==> src/rtl/tbird_lamp_monitor.sv <==
// Watches the six tail-lamp lines of a T-bird turn-signal FSM, tracks its step, counts sequences, flags violations.
// Latency: one cycle; every output is registered and reflects the lamps sampled at the previous rising edge.
// Backpressure: none; the block is a passive observer and samples every cycle.
module tbird_lamp_monitor #(
    parameter int CNT_W = 8
) (
    input  logic             clk,
    input  logic             reset,
    input  logic             la,
    input  logic             lb,
    input  logic             lc,
    input  logic             ra,
    input  logic             rb,
    input  logic             rc,
    output logic [1:0]       dir,
    output logic [1:0]       phase,
    output logic [CNT_W-1:0] left_cnt,
    output logic [CNT_W-1:0] right_cnt,
    output logic             err,
    output logic             err_pulse
);

    typedef enum logic [2:0] {
        S_OFF  = 3'd0,
        S_L1   = 3'd1,
        S_L2   = 3'd2,
        S_L3   = 3'd3,
        S_R1   = 3'd4,
        S_R2   = 3'd5,
        S_R3   = 3'd6,
        S_SYNC = 3'd7
    } state_t;

    localparam logic [CNT_W-1:0] CNT_ONE = CNT_W'(1);
    localparam logic [CNT_W-1:0] CNT_MAX = {CNT_W{1'b1}};

    state_t           state_q, state_d;
    state_t           pat_st;
    logic             legal;
    logic             viol_d;
    logic [1:0]       dir_q, phase_q;
    logic [CNT_W-1:0] left_cnt_q, right_cnt_q;
    logic             err_q, err_pulse_q;

    // Direction code for a state: 01 left, 10 right, 00 otherwise.
    function automatic logic [1:0] dir_of(state_t s);
        case (s)
            S_L1, S_L2, S_L3: dir_of = 2'b01;
            S_R1, S_R2, S_R3: dir_of = 2'b10;
            default:          dir_of = 2'b00;
        endcase
    endfunction

    // Number of lamps lit in a lamp state, 0 for OFF and SYNC.
    function automatic logic [1:0] phase_of(state_t s);
        case (s)
            S_L1, S_R1: phase_of = 2'd1;
            S_L2, S_R2: phase_of = 2'd2;
            S_L3, S_R3: phase_of = 2'd3;
            default:    phase_of = 2'd0;
        endcase
    endfunction

    // Map the sampled lamp pattern to the state it names; anything unnamed maps to SYNC (illegal).
    always_comb begin
        case ({la, lb, lc, ra, rb, rc})
            6'b000000: pat_st = S_OFF;
            6'b100000: pat_st = S_L1;
            6'b110000: pat_st = S_L2;
            6'b111000: pat_st = S_L3;
            6'b000100: pat_st = S_R1;
            6'b000110: pat_st = S_R2;
            6'b000111: pat_st = S_R3;
            default:   pat_st = S_SYNC;
        endcase
    end

    // Judge the pattern against the current state; SYNC waits quietly for OFF before tracking again.
    always_comb begin
        legal   = 1'b0;
        viol_d  = 1'b0;
        state_d = state_q;
        case (state_q)
            S_OFF:   legal = (pat_st == S_OFF) || (pat_st == S_L1) || (pat_st == S_R1);
            S_L1:    legal = (pat_st == S_L2);
            S_L2:    legal = (pat_st == S_L3);
            S_R1:    legal = (pat_st == S_R2);
            S_R2:    legal = (pat_st == S_R3);
            S_L3,
            S_R3:    legal = (pat_st == S_OFF);
            default: legal = 1'b0;
        endcase
        if (state_q == S_SYNC) begin
            state_d = (pat_st == S_OFF) ? S_OFF : S_SYNC;
        end else if (legal) begin
            state_d = pat_st;
        end else begin
            state_d = S_SYNC;
            viol_d  = 1'b1;
        end
    end

    // State, decoded outputs, saturating sequence counters and error flags, all updated together.
    always_ff @(posedge clk) begin
        if (reset) begin
            state_q     <= S_OFF;
            dir_q       <= 2'b00;
            phase_q     <= 2'd0;
            left_cnt_q  <= '0;
            right_cnt_q <= '0;
            err_q       <= 1'b0;
            err_pulse_q <= 1'b0;
        end else begin
            state_q     <= state_d;
            dir_q       <= dir_of(state_d);
            phase_q     <= phase_of(state_d);
            err_q       <= err_q | viol_d;
            err_pulse_q <= viol_d;
            if (state_q == S_L3 && state_d == S_OFF && left_cnt_q != CNT_MAX) begin
                left_cnt_q <= left_cnt_q + CNT_ONE;
            end
            if (state_q == S_R3 && state_d == S_OFF && right_cnt_q != CNT_MAX) begin
                right_cnt_q <= right_cnt_q + CNT_ONE;
            end
        end
    end

    assign dir       = dir_q;
    assign phase     = phase_q;
    assign left_cnt  = left_cnt_q;
    assign right_cnt = right_cnt_q;
    assign err       = err_q;
    assign err_pulse = err_pulse_q;

endmodule

==> config.mk <==
export PLATFORM = sky130hd
export DESIGN_NAME = tbird_lamp_monitor
export DESIGN_NICKNAME = d
export VERILOG_FILES = /design/src/rtl/tbird_lamp_monitor.sv
export SDC_FILE = /design/constraint.sdc
export NUM_CORES = 1
export LEC_CHECK = 0
export BUFFER_PORTS_ARGS = -buffer_cell sky130_fd_sc_hd__buf_2
export CORE_ASPECT_RATIO = 0.75
export CORE_MARGIN = 4
export CORE_UTILIZATION = 35
export CTS_BUF_LIST = sky130_fd_sc_hd__clkbuf_8
export DETAILED_ROUTE_END_ITERATION = 8
export HOLD_SLACK_MARGIN = 0.02
export SLEW_MARGIN = 20
export SYNTH_ARGS = -nofsm -noshare
export SYNTH_HDL_FRONTEND = slang
export SYNTH_SLANG_ARGS = --single-unit
==> constraint.sdc <==
create_clock -name clk -period 2.1 [get_ports clk]
set_input_delay 0.42 -clock clk [delete_from_list [all_inputs] [get_ports clk]]
set_output_delay 0.42 -clock clk [all_outputs]
set_load 0.02 [all_outputs]
# == Word-level counts from Yosys, hierarchy flattened ==
# Cells that the tools add are included.
# op_classes
add_sub_neg,2
n_eq_ne,27
n_mux,9
n_bitwise,1
n_reduce_logical,16
# op_table
cell,n
$eq A3 B3 Y1 const B,10
$pmux W3 S7,1
$eq A3 B2 Y1 const B,6
$eq A6 B3 Y1 const B,3
$eq A6 B6 Y1 const B,3
$add A8 B1 Y8 const B,2
$ne A8 B8 Y1 const B,2
$eq A3 B1 Y1 const B,3
$logic_not A3 Y1,3
$mux W3,3
$reduce_or A2 Y1,4
$logic_not A6 Y1,1
$pmux W1 S6,1
$pmux W2 S3,1
$reduce_or A3 Y1,2
$logic_and A1 B1 Y1,4
$pmux W2 S2,1
$logic_or A1 B1 Y1,2
$mux W1,2
$or A1 B1 Y1,1
# word_totals
register_bits,25
input_bits,8
out_inout_bits,22

# == Longest topological paths before layout ==
# depth
depth_word,11
mapped_depth,7

# == Worst setup path before layout ==
# No wires, ideal clock.
# synth_path
path_kind,reg-to-reg
start,reg right_cnt_q[0] (netlist: right_cnt[0])
end,reg right_cnt_q[5] (netlist: right_cnt[5])
setup_ns,0.126
arrival_time_ns,1.749
required_ns,1.974
path_slack_ns,0.224
path_stages_with_launch,8
synth_period_minus_slack_ns,1.876
cell_sequence,dfxtp_1 > ha_1 > and2_1 > and4_1 > nor4_4 > nand4_1 > xor2_1 > nor2_1
# synth_between
elab_chain_cells,2
elab_cells_between_ends,3
cone_classes,add/sub (1); eq/ne (1); reduce/logical (1)
# synth_lines
item,line,text
"start, declared",42,"logic [CNT_W-1:0] left_cnt_q, right_cnt_q;"
"start signal, assigned",123,right_cnt_q <= right_cnt_q + CNT_ONE;
"parallel branches: the longest is 2 deep, another holds $add A8 B1 Y8",-,
# Several ways; the timed one is not identified.
# A chain may end at the register's enable or synchronous reset.

# == Worst setup path in the final report ==
# layout_path
start,reg right_cnt_q[1] (netlist: right_cnt[1])
end,reg right_cnt_q[5] (netlist: right_cnt[5])
# Same word-level chain as after synthesis.

==> summary.md <==
| Metric | Value |
|---|---|
| Share of layout cells above drive strength 1 | `29.7%` |
| Fin crit share | `91.9%` |
| Post-synthesis cell type count | `47` |
| Core area | `3680 um^2` |
| Dpl hpwl | `2220 um` |
| Die height | `61.6 um` |
| Port Buffers | `29` |
| Drt wl/cell | `12.2 um` |
| Vias in the first global route | `1130` |
| # hold bufs at CTS | `0` |
| Slew Viols, Final | `0` |
| Clk pin slew, worst setup/hold paths | `0.08 ns` |
| Pwr/cell area | `518 nW/um^2` |
| Leakage power | `0.709 nW` |
| Hold depth | `2` |
| Synth Area per Inst | `9.19 um^2` |
| Worst Setup Start Kind | `flip-flop` |
| CTS tree | `built` |
| First-pass iteration count of the detailed router | `4` |
| Sequential area share after synthesis | `37.3%` |
| Mapped Area | `1340 um^2` |
| Crit path DAT | `2.08 ns` |
| Initial DRC Count | `68` |
| Setup bufs post-CTS | `0` |
| Final WL | `2860 um` |
| Hold crit path type | `flip-flop to flip-flop` |
| Synthesis-to-layout area growth | `21.6%` |
| Hold Slack | `0.471 ns` |
| Top cells by area, synth | `dfxtp_1, xor2_1, nor2_1` |
| #FFs+latches synth | `25` |
| Layout Nets | `193` |
| Maximum root-to-sink buffer count | `2` |
| Synth area leader | `dfxtp_1` |
| RSZ-0062 raised after global routing | `no` |
| Sinks on Clock Net | `25` |
| Compound-cell area share of the yosys netlist | `13.3%` |
| Chip Width | `79.5 um` |
| Vias per cell | `4.96` |
| Resized cells post-CTS | `0` |
| Setup_tns | `0 ns` |
| Worst relative slew slack | `65.9%` |
| Post-synth EDFFs | `0` |
| Fmax | `518 MHz` |
| Worst skew pair latency | `0.26 ns` |
| Post-synthesis simple-gate area fraction | `32.0%` |
| Crit-path max FO | `6` |
| Main combinational cell family by area after synthesis | `simple AND/OR/NAND/NOR gates` |
| Cts bufs inserted | `3` |
| # H-tree levels | `1` |
| Initial antenna violation count | `0` |
| Final Wtd Congestion | `0.879` |
| Worst setup path category | `flip-flop to flip-flop` |
| Synth Instances | `146` |
| Async set-reset flop share out of synthesis | `0%` |
| Syn_nets | `156` |
| Synth Area in Adders | `1.87%` |
| Worst-margin pin slew | `0.511 ns` |
| Post-synth top flop | `dfxtp_1` |
| Max rail drop VDD | `348 uV` |
| Post-layout min period | `1.93 ns` |
| Placed Instances | `230` |
| Synth Area in XOR/XNOR | `10.4%` |
| Vias | `1160` |
| Die area | `4900 um^2` |
| Fraction of synthesized area in multiplexers | `2.33%` |
| Synth cell count leaders | `dfxtp_1, nor2_1, xor2_1, nand3_1, nand4_1` |
| Root buf cell | `clkbuf_8` |
| Max Clock Skew | `0.00125 ns` |
| Initial Util | `36.4%` |
| First-pass GRT wire length | `4930 um` |
| Total GRT Usage | `12.6%` |
| Largest net degree at the start of global routing | `20` |
| Count leader, synth | `dfxtp_1` |
| Hold Violations, Final | `0` |
| Ant diodes | `0` |
| Max cap viols | `0` |
| Residual DRC | `0` |
| Total grt overflow | `0` |
| Post-synth top area share | `37.3%` |
| Final setup fails | `0` |
| Worst EP required | `2.25 ns` |
| Final cell count without fillers | `234` |
| IO Pins | `30` |
| R2R depth | `7` |
| ANT nets after route | `0` |
| Status | `completed` |
| Yosys warns | `0` |
| Element type at the critical path end | `flip-flop` |
| # rows | `19` |
layout by cell type (no fill, tap or decap), types with 5 or more instances in the layout:
cell type,count
buf_2,29
dfxtp_1,25
nor2_1,19
xor2_1,14
nand3_1,9
nand4_1,7
buf_4,7
inv_1,6
a21oi_1,6
and3_1,5
critical path: stages (launching register included):
cell	delay, ns
dfxtp_1	0.36
ha_1	0.24
and2_1	0.17
and4_1	0.24
nor4_4	0.42
nand4_1	0.17
xor2_1	0.16
nor2_1	0.06
path summary, 6_finish.rpt:
check	start	end	slack (ns)
hold reg to reg	err	err	0.47
setup / recovery	right_cnt[1]	right_cnt[5]	0.17
hold / removal	err	err	0.47
setup reg to reg	right_cnt[1]	right_cnt[5]	0.17
cell families after synthesis:
family	Yosys count
AOI/OAI and AO/OA	21
xor gates and xnor gates	16
adders and majority gates	2
buffers and inverters	9
DFF	25
muxes	3
and+or+nand+nor	70
layout make-up:
type                       instances  area [um^2]
fill                             351         2050
clock inverter                     1         3.75
sequential                        25          500
clock buffer                       3         41.3
tap                               52         65.1
multi-input combinational        112          805
inverter                           5         18.8
timing repair buffer              36          198
through the flow:
| step | power (mW) | util (%) | setup slack (ns) | instance area, um^2 |
|---|---|---|---|---|
| after global routing | 0.889 | 44.3 | 0.00975 | 1630 |
| after global placement | 0.585 | 43.1 | 0.0822 | 1590 |
| after floorplan | 0.554 | - | 0.224 | 1340 |
| after CTS | 0.861 | 44.3 | 0.143 | 1630 |
| final | 0.846 | 44.3 | 0.170 | 1630 |
| after detailed placement | 0.586 | 43.1 | 0.0224 | 1590 |
layer usage:
layer / part of all wire [%] / global-route usage [%] / vias to the layer above
met5: 0 / 0 / -
met4: 1.6 / 4.41 / 0
met3: 5.1 / 3.36 / 6
met2: 44 / 20.9 / 28
met1: 49 / 16.0 / 531
li1: - / - / 595
report_power, final:
| part | internal [mW] | total (mW) | switching, mW | leakage (nW) |
|---|---|---|---|---|
| Combinational | 0.0345 | 0.0877 | 0.0532 | 0.479 |
| Sequential | 0.480 | 0.487 | 0.00709 | 0.203 |
| Clock | 0.131 | 0.271 | 0.140 | 0.0269 |
| Total | 0.645 | 0.846 | 0.201 | 0.709 |
sequential cells by signal, indices dropped and copies added (netlist names):
| name | cells |
|---|---|
| phase | 2 |
| state_q | 3 |
| right_cnt | 8 |
| err_pulse | 1 |
| left_cnt | 8 |
| err | 1 |
| dir | 2 |
Note: power is estimated with default switching activity, not from simulation.
